### config.mk
export PLATFORM = sky130hd
export DESIGN_NAME = cell_draw_ctrl
export DESIGN_NICKNAME = d
export VERILOG_FILES = /design/src/rtl/cell_draw_ctrl.sv
export SDC_FILE = /design/constraint.sdc
export NUM_CORES = 1
export LEC_CHECK = 0
export CAP_MARGIN = 20
export CORE_UTILIZATION = 60
export CTS_BUF_LIST = sky130_fd_sc_hd__clkbuf_8
export DETAILED_ROUTE_END_ITERATION = 12
export GPL_ROUTABILITY_DRIVEN = 0
export GPL_TIMING_DRIVEN = 0
export PLACE_DENSITY = 0.88
export SYNTH_ARGS = -nofsm -noshare
export SYNTH_HDL_FRONTEND = slang
export SYNTH_SLANG_ARGS = --single-unit
### constraint.sdc
create_clock -name clk -period 3.8 [get_ports clk]
set_input_delay 0.76 -clock clk [delete_from_list [all_inputs] [get_ports clk]]
set_output_delay 0.76 -clock clk [all_outputs]
set_load 0.005 [all_outputs]
### src/rtl/cell_draw_ctrl.sv
// Draws one 16x12 map cell on the LCD: window commands (CASET/PASET/RAMWR) followed by
// a solid RGB565 fill, then pulses cmd_done back to the image generator.
module cell_draw_ctrl #(
  parameter int          CELL_W   = 10,
  parameter int          CELL_H   = 10,
  parameter logic [15:0] X_OFFSET = 16'd0,
  parameter logic [15:0] Y_OFFSET = 16'd0
) (
  input  logic       clk,
  input  logic       rst,
  input  logic       en_update,
  input  logic [3:0] x,
  input  logic [3:0] y,
  input  logic [2:0] obj_code,
  input  logic       lcd_ready,
  output logic       lcd_valid,
  output logic       lcd_dc,
  output logic [7:0] lcd_data,
  output logic       busy,
  output logic       cmd_done,
  output logic       err,
  output logic [3:0] state_dbg
);

  // LCD handshake: a byte moves on a posedge where lcd_valid & lcd_ready. Once lcd_valid
  // is raised, lcd_dc/lcd_data stay stable and lcd_valid stays high until that transfer.
  typedef enum logic [3:0] {
    S_IDLE     = 4'd0,
    S_CASET_C  = 4'd1,
    S_CASET_D  = 4'd2,
    S_PASET_C  = 4'd3,
    S_PASET_D  = 4'd4,
    S_RAMWR_C  = 4'd5,
    S_PIXEL    = 4'd6,
    S_DONE     = 4'd7,
    S_REJ_WAIT = 4'd8,
    S_REJECT   = 4'd9
  } state_t;

  localparam int          NPIX     = CELL_W * CELL_H;
  localparam logic [7:0]  PIX_LAST = 8'(NPIX - 1);
  localparam logic [15:0] W_M1     = 16'(CELL_W - 1);
  localparam logic [15:0] H_M1     = 16'(CELL_H - 1);

  state_t      state, state_nxt;
  logic [3:0]  x_q, y_q;
  logic [2:0]  obj_q;
  logic [1:0]  byte_idx;
  logic [7:0]  pix_cnt;
  logic        lo_q;
  logic        xfer;
  logic        req_bad;
  logic [15:0] xs, xe, ys, ye;
  logic [15:0] colour;

  assign xfer      = lcd_valid & lcd_ready;
  assign req_bad   = (y > 4'd11) | (obj_code > 3'd4);
  assign state_dbg = state;

  assign xs = X_OFFSET + 16'(x_q) * 16'(CELL_W);
  assign xe = xs + W_M1;
  assign ys = Y_OFFSET + 16'(y_q) * 16'(CELL_H);
  assign ye = ys + H_M1;

  always_comb begin
    colour = 16'h0000;
    case (obj_q)
      3'd1:    colour = 16'h07E0;
      3'd2:    colour = 16'h03E0;
      3'd3:    colour = 16'hF800;
      3'd4:    colour = 16'h7BEF;
      default: colour = 16'h0000;
    endcase
  end

  always_ff @(posedge clk) begin
    if (rst) state <= S_IDLE;
    else     state <= state_nxt;
  end

  // Counters only move on a transfer, which is what keeps the presented byte stable.
  always_ff @(posedge clk) begin
    if (rst) begin
      x_q      <= 4'd0;
      y_q      <= 4'd0;
      obj_q    <= 3'd0;
      byte_idx <= 2'd0;
      pix_cnt  <= 8'd0;
      lo_q     <= 1'b0;
    end else begin
      case (state)
        S_IDLE: begin
          if (en_update) begin
            x_q      <= x;
            y_q      <= y;
            obj_q    <= obj_code;
            byte_idx <= 2'd0;
            pix_cnt  <= 8'd0;
            lo_q     <= 1'b0;
          end
        end
        S_CASET_D, S_PASET_D: begin
          if (xfer) byte_idx <= byte_idx + 2'd1;
        end
        S_PIXEL: begin
          if (xfer) begin
            lo_q <= ~lo_q;
            if (lo_q) pix_cnt <= pix_cnt + 8'd1;
          end
        end
        default: ;
      endcase
    end
  end

  always_comb begin
    state_nxt = state;
    case (state)
      S_IDLE:     if (en_update) state_nxt = req_bad ? S_REJ_WAIT : S_CASET_C;
      S_CASET_C:  if (xfer) state_nxt = S_CASET_D;
      S_CASET_D:  if (xfer && byte_idx == 2'd3) state_nxt = S_PASET_C;
      S_PASET_C:  if (xfer) state_nxt = S_PASET_D;
      S_PASET_D:  if (xfer && byte_idx == 2'd3) state_nxt = S_RAMWR_C;
      S_RAMWR_C:  if (xfer) state_nxt = S_PIXEL;
      S_PIXEL:    if (xfer && lo_q && pix_cnt == PIX_LAST) state_nxt = S_DONE;
      S_DONE:     state_nxt = S_IDLE;
      S_REJ_WAIT: state_nxt = S_REJECT;
      S_REJECT:   state_nxt = S_IDLE;
      default:    state_nxt = S_IDLE;
    endcase
  end

  always_comb begin
    lcd_valid = 1'b0;
    lcd_dc    = 1'b0;
    lcd_data  = 8'h00;
    busy      = (state != S_IDLE);
    cmd_done  = 1'b0;
    err       = 1'b0;
    case (state)
      S_CASET_C: begin
        lcd_valid = 1'b1;
        lcd_data  = 8'h2A;
      end
      S_CASET_D: begin
        lcd_valid = 1'b1;
        lcd_dc    = 1'b1;
        case (byte_idx)
          2'd0:    lcd_data = xs[15:8];
          2'd1:    lcd_data = xs[7:0];
          2'd2:    lcd_data = xe[15:8];
          default: lcd_data = xe[7:0];
        endcase
      end
      S_PASET_C: begin
        lcd_valid = 1'b1;
        lcd_data  = 8'h2B;
      end
      S_PASET_D: begin
        lcd_valid = 1'b1;
        lcd_dc    = 1'b1;
        case (byte_idx)
          2'd0:    lcd_data = ys[15:8];
          2'd1:    lcd_data = ys[7:0];
          2'd2:    lcd_data = ye[15:8];
          default: lcd_data = ye[7:0];
        endcase
      end
      S_RAMWR_C: begin
        lcd_valid = 1'b1;
        lcd_data  = 8'h2C;
      end
      S_PIXEL: begin
        lcd_valid = 1'b1;
        lcd_dc    = 1'b1;
        lcd_data  = lo_q ? colour[7:0] : colour[15:8];
      end
      S_DONE:   cmd_done = 1'b1;
      S_REJECT: begin
        cmd_done = 1'b1;
        err      = 1'b1;
      end
      default: ;
    endcase
  end

endmodule

==> summary.md, run 1 <==
| Metric | Value |
|---|---|
| Status | `completed` |
| Tmin final | `3630 ps` |
| Area contributors post-synth | `dfxtp_1 25%, ha_1 9.1%, a21oi_1 7.6%` |
| RSZ-0062 raised after global routing | `no` |
| Net Count, Synth | `around 300` |
| Syn. warnings | `0` |
| I/O pin count | `32` |
| Worst path required time | `3040 ps` |
| Total power | `between 800 and 900 uW` |
| CTS H-tree lvls | `1` |
| Startpoint types | `flip-flop` |
| Relative slew slack | `around 56%` |
| Wirelength, routed | `5.29 mm` |
| Post-CTS Setup Bufs | `0` |
| CTS Root Cell | `clkbuf_8` |
| Finished Layout Cells | `~340` |
| Synth top area share | `25.4%` |
| Pleak | `0.933 nW` |
| Reg clk slew, reported paths | `90 ps` |
| P&R area growth vs syn | `20.5%` |
| Largest area contributor in the netlist | `dfxtp_1` |
| Worst hold path class | `flip-flop to flip-flop` |
| Nets@finish | `332` |
| Pre-CTS setup slack | `426 ps` |
| Fill count | `between 200 and 250` |
| Critical path capture point type | `output port` |
| CP Max Fanout | `6` |
| Final ANT Viol Nets | `0` |
| Vias in the first global route | `1935` |
| Synth Instances | `264` |
| Setup tns final | `0 ps` |
| Ant diodes | `0` |
| Cell variety after synth | `56` |
| Ys async rst share | `0%` |
| Crit share post-route | `a little over nine tenths` |
| Initial core utilization | `about two thirds` |
| Hold Vio Cnt, Final | `0` |
| Final setup vio count | `0` |
| CTS sink cnt | `26` |
| DP Wirelength | `4.05 mm` |
| # Max-Cap Violations | `0` |
| Worst Setup Slack, final | `~170 ps` |
| Power per cell area | `339 nW/um^2` |
| CTS tree | `done` |
| Largest net degree at the start of global routing | `15` |
| Routed WL per cell | `15.4 um` |
| Peak supply drop | `0.301 mV` |
| Max Fclk | `0.275 GHz` |
| Die X | `between 60 and 70 um` |
| Share of post-route cells with drive strength above 1 | `7.36%` |
| Syn Area/Cell | `around 8 um^2` |
| CP arrival | `2870 ps` |
| Clock Skew | `3.47 ps` |
| Post-synth EDFFs | `0` |
| Synth Register Bits | `26` |
| Clock buffer depth | `2` |
| Mapped cell area | `2050 um^2` |
| Die area | `3660 um^2` |
| Final slew viol count | `0` |
| Tot GR Track Use | `30.8%` |
| DRT Pass-1 Iters | `4` |
| Number of instances in the placed design | `~340` |
| Total global routing overflow | `0` |
| Cts bufs inserted | `3` |
| Placed instance area | `2420 um^2` |
| Worst-Skew Late Latency | `about 270 ps` |
| Detailed Route Iter0 Violations | `~160` |
| DIE HEIGHT | `60.5 um` |
| Via-per-instance ratio | `between 6 and 7` |
| Post-route cell area | `2470 um^2` |
| Placeable Area | `between 3000 and 4000 um^2` |
| First-pass GRT wire length | `8.51 mm` |
| Antenna violations before repair | `0` |
| Worst Tran Pin Value | `roughly 650 ps` |
| Port bufs | `31` |
| Crit Path Category | `flip-flop to output port` |
| Std-Cell Rows | `20` |
| Top FF cell, synth | `dfxtp_1` |
| Vias | `between 2000 and 2500` |
| # DRC | `0` |
| Sequential area share after synthesis | `about a quarter` |
==> critical path, stage by stage (launching register included) <==
cell,delay [ps]
dfxtp_1,350
ha_1,310
ha_1,230
fa_1,580
nand3b_1,110
xor2_1,140
a21oi_1,110
o221ai_1,220
clkdlybuf4s50_1,540
==> cells in the mapped netlist (6+ instances only) <==
master,instances
o21ai_0,14
nor2b_1,6
dfxtp_1,26
nor3b_1,6
nand2_1,31
buf_2,6
a21oi_1,31
clkbuf_1,13
a22oi_1,6
nor2_1,10
ha_1,15
nor3_1,6
or3_1,7
nand3_1,17
==> final timing paths <==
path	start	end	slack, ps	depth (start not counted)
setup / recovery	y_q[1]$_SDFFE_PP0P_	lcd_data[7]	170	8
setup reg to reg	state_dbg[3]$_SDFFE_PP0P_	byte_idx[1]$_SDFFE_PP0P_	1860	5
hold / removal	pix_cnt[1]$_SDFFE_PP0P_	pix_cnt[1]$_SDFFE_PP0P_	470	2
hold reg to reg	pix_cnt[1]$_SDFFE_PP0P_	pix_cnt[1]$_SDFFE_PP0P_	470	2
==> metal layers <==
layer	global-route usage [%]	share of wire, %	up-vias
met1	40.2	45	1028
met3	5.54	6.8	9
met4	8.77	1.2	0
li1	-	-	1052
met2	52.1	47	76
met5	0	0	-
==> report_power, final <==
group	internal (mW)	switching (mW)	leakage [nW]	total (mW)
combinational	0.152	0.193	0.692	0.344
sequential	0.294	0.0227	0.212	0.317
clock	0.0927	0.0855	0.0288	0.178
total	0.539	0.301	0.933	0.840
==> layout by cell type (no fill, tap or decap), types with 7 or more instances in the layout <==
cell and count:
nand2_1 31, clkbuf_1 13, nor2_1 10, a21oi_1 31, ha_1 15, dfxtp_1 25
o21ai_0 14, nand3_1 17, clkdlybuf4s50_1 31, or3_1 7
==> state kept, by name, indices dropped and copies added (netlist names) <==
register and cells:
byte_idx 2, lo_q 1, obj_q 3, pix_cnt 8, state_dbg 4, x_q 4
y_q 4
==> final cells by class <==
| type | instances | area, um^2 | area share (%) |
|---|---|---|---|
| clock buffers | 4 | 55.1 | 2.22 |
| flip-flops and latches | 26 | 522 | 21.1 |
| inverters | 5 | 18.8 | 0.758 |
| multi-input cells | 214 | 1440 | 58.0 |
| plain buffers | 19 | 78.8 | 3.19 |
| repair buffers | 31 | 310 | 12.5 |
| well taps | 44 | 55.1 | 2.22 |
==> logic make-up (layout without fill, tap and decap cells) <==
logic type                 after synthesis  in the layout  share of synthesized area [%]
muxes                                    1              1                          0.488
xor gates and xnor gates                 7              7                           2.99
DFF                                     26             26                           25.4
buffers and inverters                   24             59                           4.75
AOI/OAI and AO/OA                       75             75                           22.9
adders and majority gates               17             17                           11.1
and+or+nand+nor                        114            114                           32.5
==> through the flow <==
| stage | hold slack, ps | utilization, % |
|---|---|---|
| finish | 474 | 78.5 |
| global placement | 457 | 76.7 |
| CTS | 478 | 78.5 |
| detailed placement | 468 | 76.7 |
| floorplan | 449 | - |
| global route | 512 | 78.5 |
==> timing repair <==
action                                  in CTS  in global routing
hold buffers                                 0                  0
gates resized for setup                      0                  1
endpoints found under the setup margin       0                  2
Note: power is estimated with default switching activity, not from simulation.
==> inputs of run 2 (changes only) <==
--- a/config.mk
+++ b/config.mk
@@ -11,7 +11,7 @@
 export DETAILED_ROUTE_END_ITERATION = 12
 export GPL_ROUTABILITY_DRIVEN = 0
 export GPL_TIMING_DRIVEN = 0
-export PLACE_DENSITY = 0.88
+export PLACE_DENSITY = 0.93
 export SYNTH_ARGS = -nofsm -noshare
 export SYNTH_HDL_FRONTEND = slang
 export SYNTH_SLANG_ARGS = --single-unit
==> run 2 against run 1 <==
Compared with the run above: sequential share of layout area unchanged; total power rose by 0.81%; non-clock buffer count unchanged; register-to-register slack got worse by 80 ps; maximum frequency is essentially flat; critical path depth stayed put; setup slack worse by 1.6 ps; via count grew 0.23%; die area is the same; wire length is 1.5% higher; sequential power about the same; utilization did not move; critical endpoint unchanged.
==> summary.md, run 2 (synthesized netlist as in run 1, its figures left out) <==
| Metric | Value |
|---|---|
| Total global routing overflow | `0 (unchanged)` |
| Nets@finish | `332 (unchanged)` |
| Pre-CTS setup slack | `439 ps (was 426 ps)` |
| Cts repair resizes | `0 (unchanged)` |
| Vias | `2170 (was 2165)` |
| CTS tree | `done (unchanged)` |
| Hold slack | `484 ps (was 474 ps)` |
| Placed instance area | `2420 um^2 (unchanged)` |
| Number of flip-flops in the largest register | `8 (unchanged)` |
| P&R area growth vs syn | `20.5% (unchanged)` |
| Worst R2R Setup Slack | `1780 ps (was 1860 ps)` |
| Final slew viol count | `0 (unchanged)` |
| DIE HEIGHT | `60.5 um (unchanged)` |
| CTS H-tree lvls | `1 (unchanged)` |
| Routed WL per cell | `15.6 um (was 15.4 um)` |
| CTS Root Cell | `clkbuf_8 (unchanged)` |
| Worst Hold End | `pix_cnt[1]$_SDFFE_PP0P_ (unchanged)` |
| CP Max Fanout | `6 (unchanged)` |
| Die X | `60.5 um (unchanged)` |
| Ant diodes | `0 (unchanged)` |
| Register bank with the most flops | `pix_cnt (unchanged)` |
| Hold buffer count at CTS | `0 (unchanged)` |
| Max Fclk | `0.275 GHz (about the same)` |
| Reg clk slew, reported paths | `90 ps (about the same)` |
| Tmin final | `3630 ps (about the same)` |
| Status | `completed (unchanged)` |
| Worst Setup Slack, final | `168 ps (was 170 ps)` |
| Cts bufs inserted | `3 (unchanged)` |
| Vias in the first global route | `1883 (was 1935)` |
| R2r endpoint | `byte_idx[1]$_SDFFE_PP0P_ (unchanged)` |
| Antenna violations before repair | `0 (unchanged)` |
| Post-CTS Setup Bufs | `0 (unchanged)` |
| Finished Core Util | `78.5% (unchanged)` |
| Detailed Route Iter0 Violations | `172 (was 155)` |
| Crit share post-route | `95.6% (was 95.5%)` |
| CP arrival | `2870 ps (about the same)` |
| Slowest cell on the critical path | `fa_1 (unchanged)` |
| Via-per-instance ratio | `6.33 (was 6.31)` |
| Most used cell, CP | `ha_1 (unchanged)` |
| R2r startpoint | `state_dbg[3]$_SDFFE_PP0P_ (unchanged)` |
| Worst path required time | `3040 ps (about the same)` |
| Largest stage delay, worst path | `590 ps (was 580 ps)` |
| Worst Tran Pin Value | `847 ps (was 651 ps)` |
| Hold Vio Cnt, Final | `0 (unchanged)` |
| Peak supply drop | `0.228 mV (was 0.301 mV)` |
| Relative slew slack | `42.7% (was 56.0%)` |
| Setup tns final | `0 ps (unchanged)` |
| Pleak | `0.933 nW (unchanged)` |
| First-pass GRT wire length | `8.67 mm (was 8.51 mm)` |
| Port bufs | `31 (unchanged)` |
| Finished Layout Cells | `343 (unchanged)` |
| Power per cell area | `342 nW/um^2 (was 339 nW/um^2)` |
| Std-Cell Rows | `20 (unchanged)` |
| RSZ-0062 raised after global routing | `no (unchanged)` |
| Number of instances in the placed design | `339 (unchanged)` |
| Worst Hold Depth | `2 (unchanged)` |
| # DRC | `0 (unchanged)` |
| Tot GR Track Use | `31.5% (was 30.8%)` |
| Worst-path cell chain | `ha_1, ha_1, fa_1, nand3b_1, xor2_1, a21oi_1, o221ai_1, clkdlybuf4s50_1 (unchanged)` |
| Placeable Area | `3150 um^2 (unchanged)` |
| Clock Skew | `5.50 ps (was 3.47 ps)` |
| Post-route cell area | `2470 um^2 (unchanged)` |
| Largest net degree at the start of global routing | `15 (unchanged)` |
| # Max-Cap Violations | `0 (unchanged)` |
| FF-to-FF path depth | `5 (unchanged)` |
| DP Wirelength | `3.96 mm (was 4.05 mm)` |
| I/O pin count | `32 (unchanged)` |
| Worst-Skew Late Latency | `280 ps (was 270 ps)` |
| Worst hold start | `pix_cnt[1]$_SDFFE_PP0P_ (unchanged)` |
| Total power | `846 uW (was 840 uW)` |
| Clock buffer depth | `2 (unchanged)` |
| DRT Pass-1 Iters | `4 (unchanged)` |
| Startpoint types | `flip-flop (unchanged)` |
| Die area | `3660 um^2 (unchanged)` |
| Crit Path Category | `flip-flop to output port (unchanged)` |
| Final setup vio count | `0 (unchanged)` |
| Initial core utilization | `65.1% (unchanged)` |
| Wirelength, routed | `5.37 mm (was 5.29 mm)` |
| Worst hold path class | `flip-flop to flip-flop (unchanged)` |
| Fill count | `233 (was 244)` |
| Commonest non-fill, non-tap cells in the layout | `31 x nand2_1, 31 x a21oi_1, 31 x clkdlybuf4s50_1 (unchanged)` |
| Final ANT Viol Nets | `0 (unchanged)` |
| Critical path capture point type | `output port (unchanged)` |
| Share of post-route cells with drive strength above 1 | `7.36% (unchanged)` |
| CTS sink cnt | `26 (unchanged)` |
run 2: report_power, final:
part / switching [mW] / total, mW / leakage (nW) / internal, mW
logic: 0.192 / 0.344 / 0.692 / 0.152
registers: 0.0229 / 0.317 / 0.212 / 0.294
clock network: 0.0926 / 0.186 / 0.0288 / 0.0929
total: 0.307 / 0.846 / 0.933 / 0.539
run 2: metal layers:
| metal | vias to the layer above | share of wire [%] | track usage [%] |
|---|---|---|---|
| li1 | 1047 | - | - |
| met1 | 1013 | 44 | 42.9 |
| met2 | 93 | 47 | 51.0 |
| met3 | 17 | 6.5 | 5.33 |
| met4 | 0 | 2.2 | 9.74 |
| met5 | - | 0 | 0 |
run 2: critical path, delay by kind of cell, from the launching register on:
family                   cells  cell delay, ps
buffers and inverters        1             530
XOR/XNOR                     1             150
flip-flops                   1             360
adder cells (fa/ha/maj)      3            1140
AND/OR/NAND/NOR              1             110
AO/OA/AOI/OAI                2             290
run 2: final cells by class:
cell class              count  area, um^2  area share (%)
repair buffers             31         310            12.5
clock buffers               4        55.1            2.22
multi-input cells         214        1440            58.0
well taps                  44        55.1            2.22
inverters                   5        18.8           0.758
plain buffers              19        78.8            3.19
flip-flops and latches     26         522            21.1
run 2: worst max path at each step:
stage	startpoint	to	slack [ps]	depth (start not counted)
after CTS	y_q[3]$_SDFFE_PP0P_	lcd_data[7]	120	8
after global placement	y_q[3]$_SDFFE_PP0P_	lcd_data[7]	490	8
after global routing	y_q[1]$_SDFFE_PP0P_	lcd_data[7]	20	8
final	y_q[1]$_SDFFE_PP0P_	lcd_data[7]	170	8
after floorplan	y_q[3]$_SDFFE_PP0P_	lcd_data[0]	1110	7
after detailed placement	y_q[3]$_SDFFE_PP0P_	lcd_data[7]	440	8
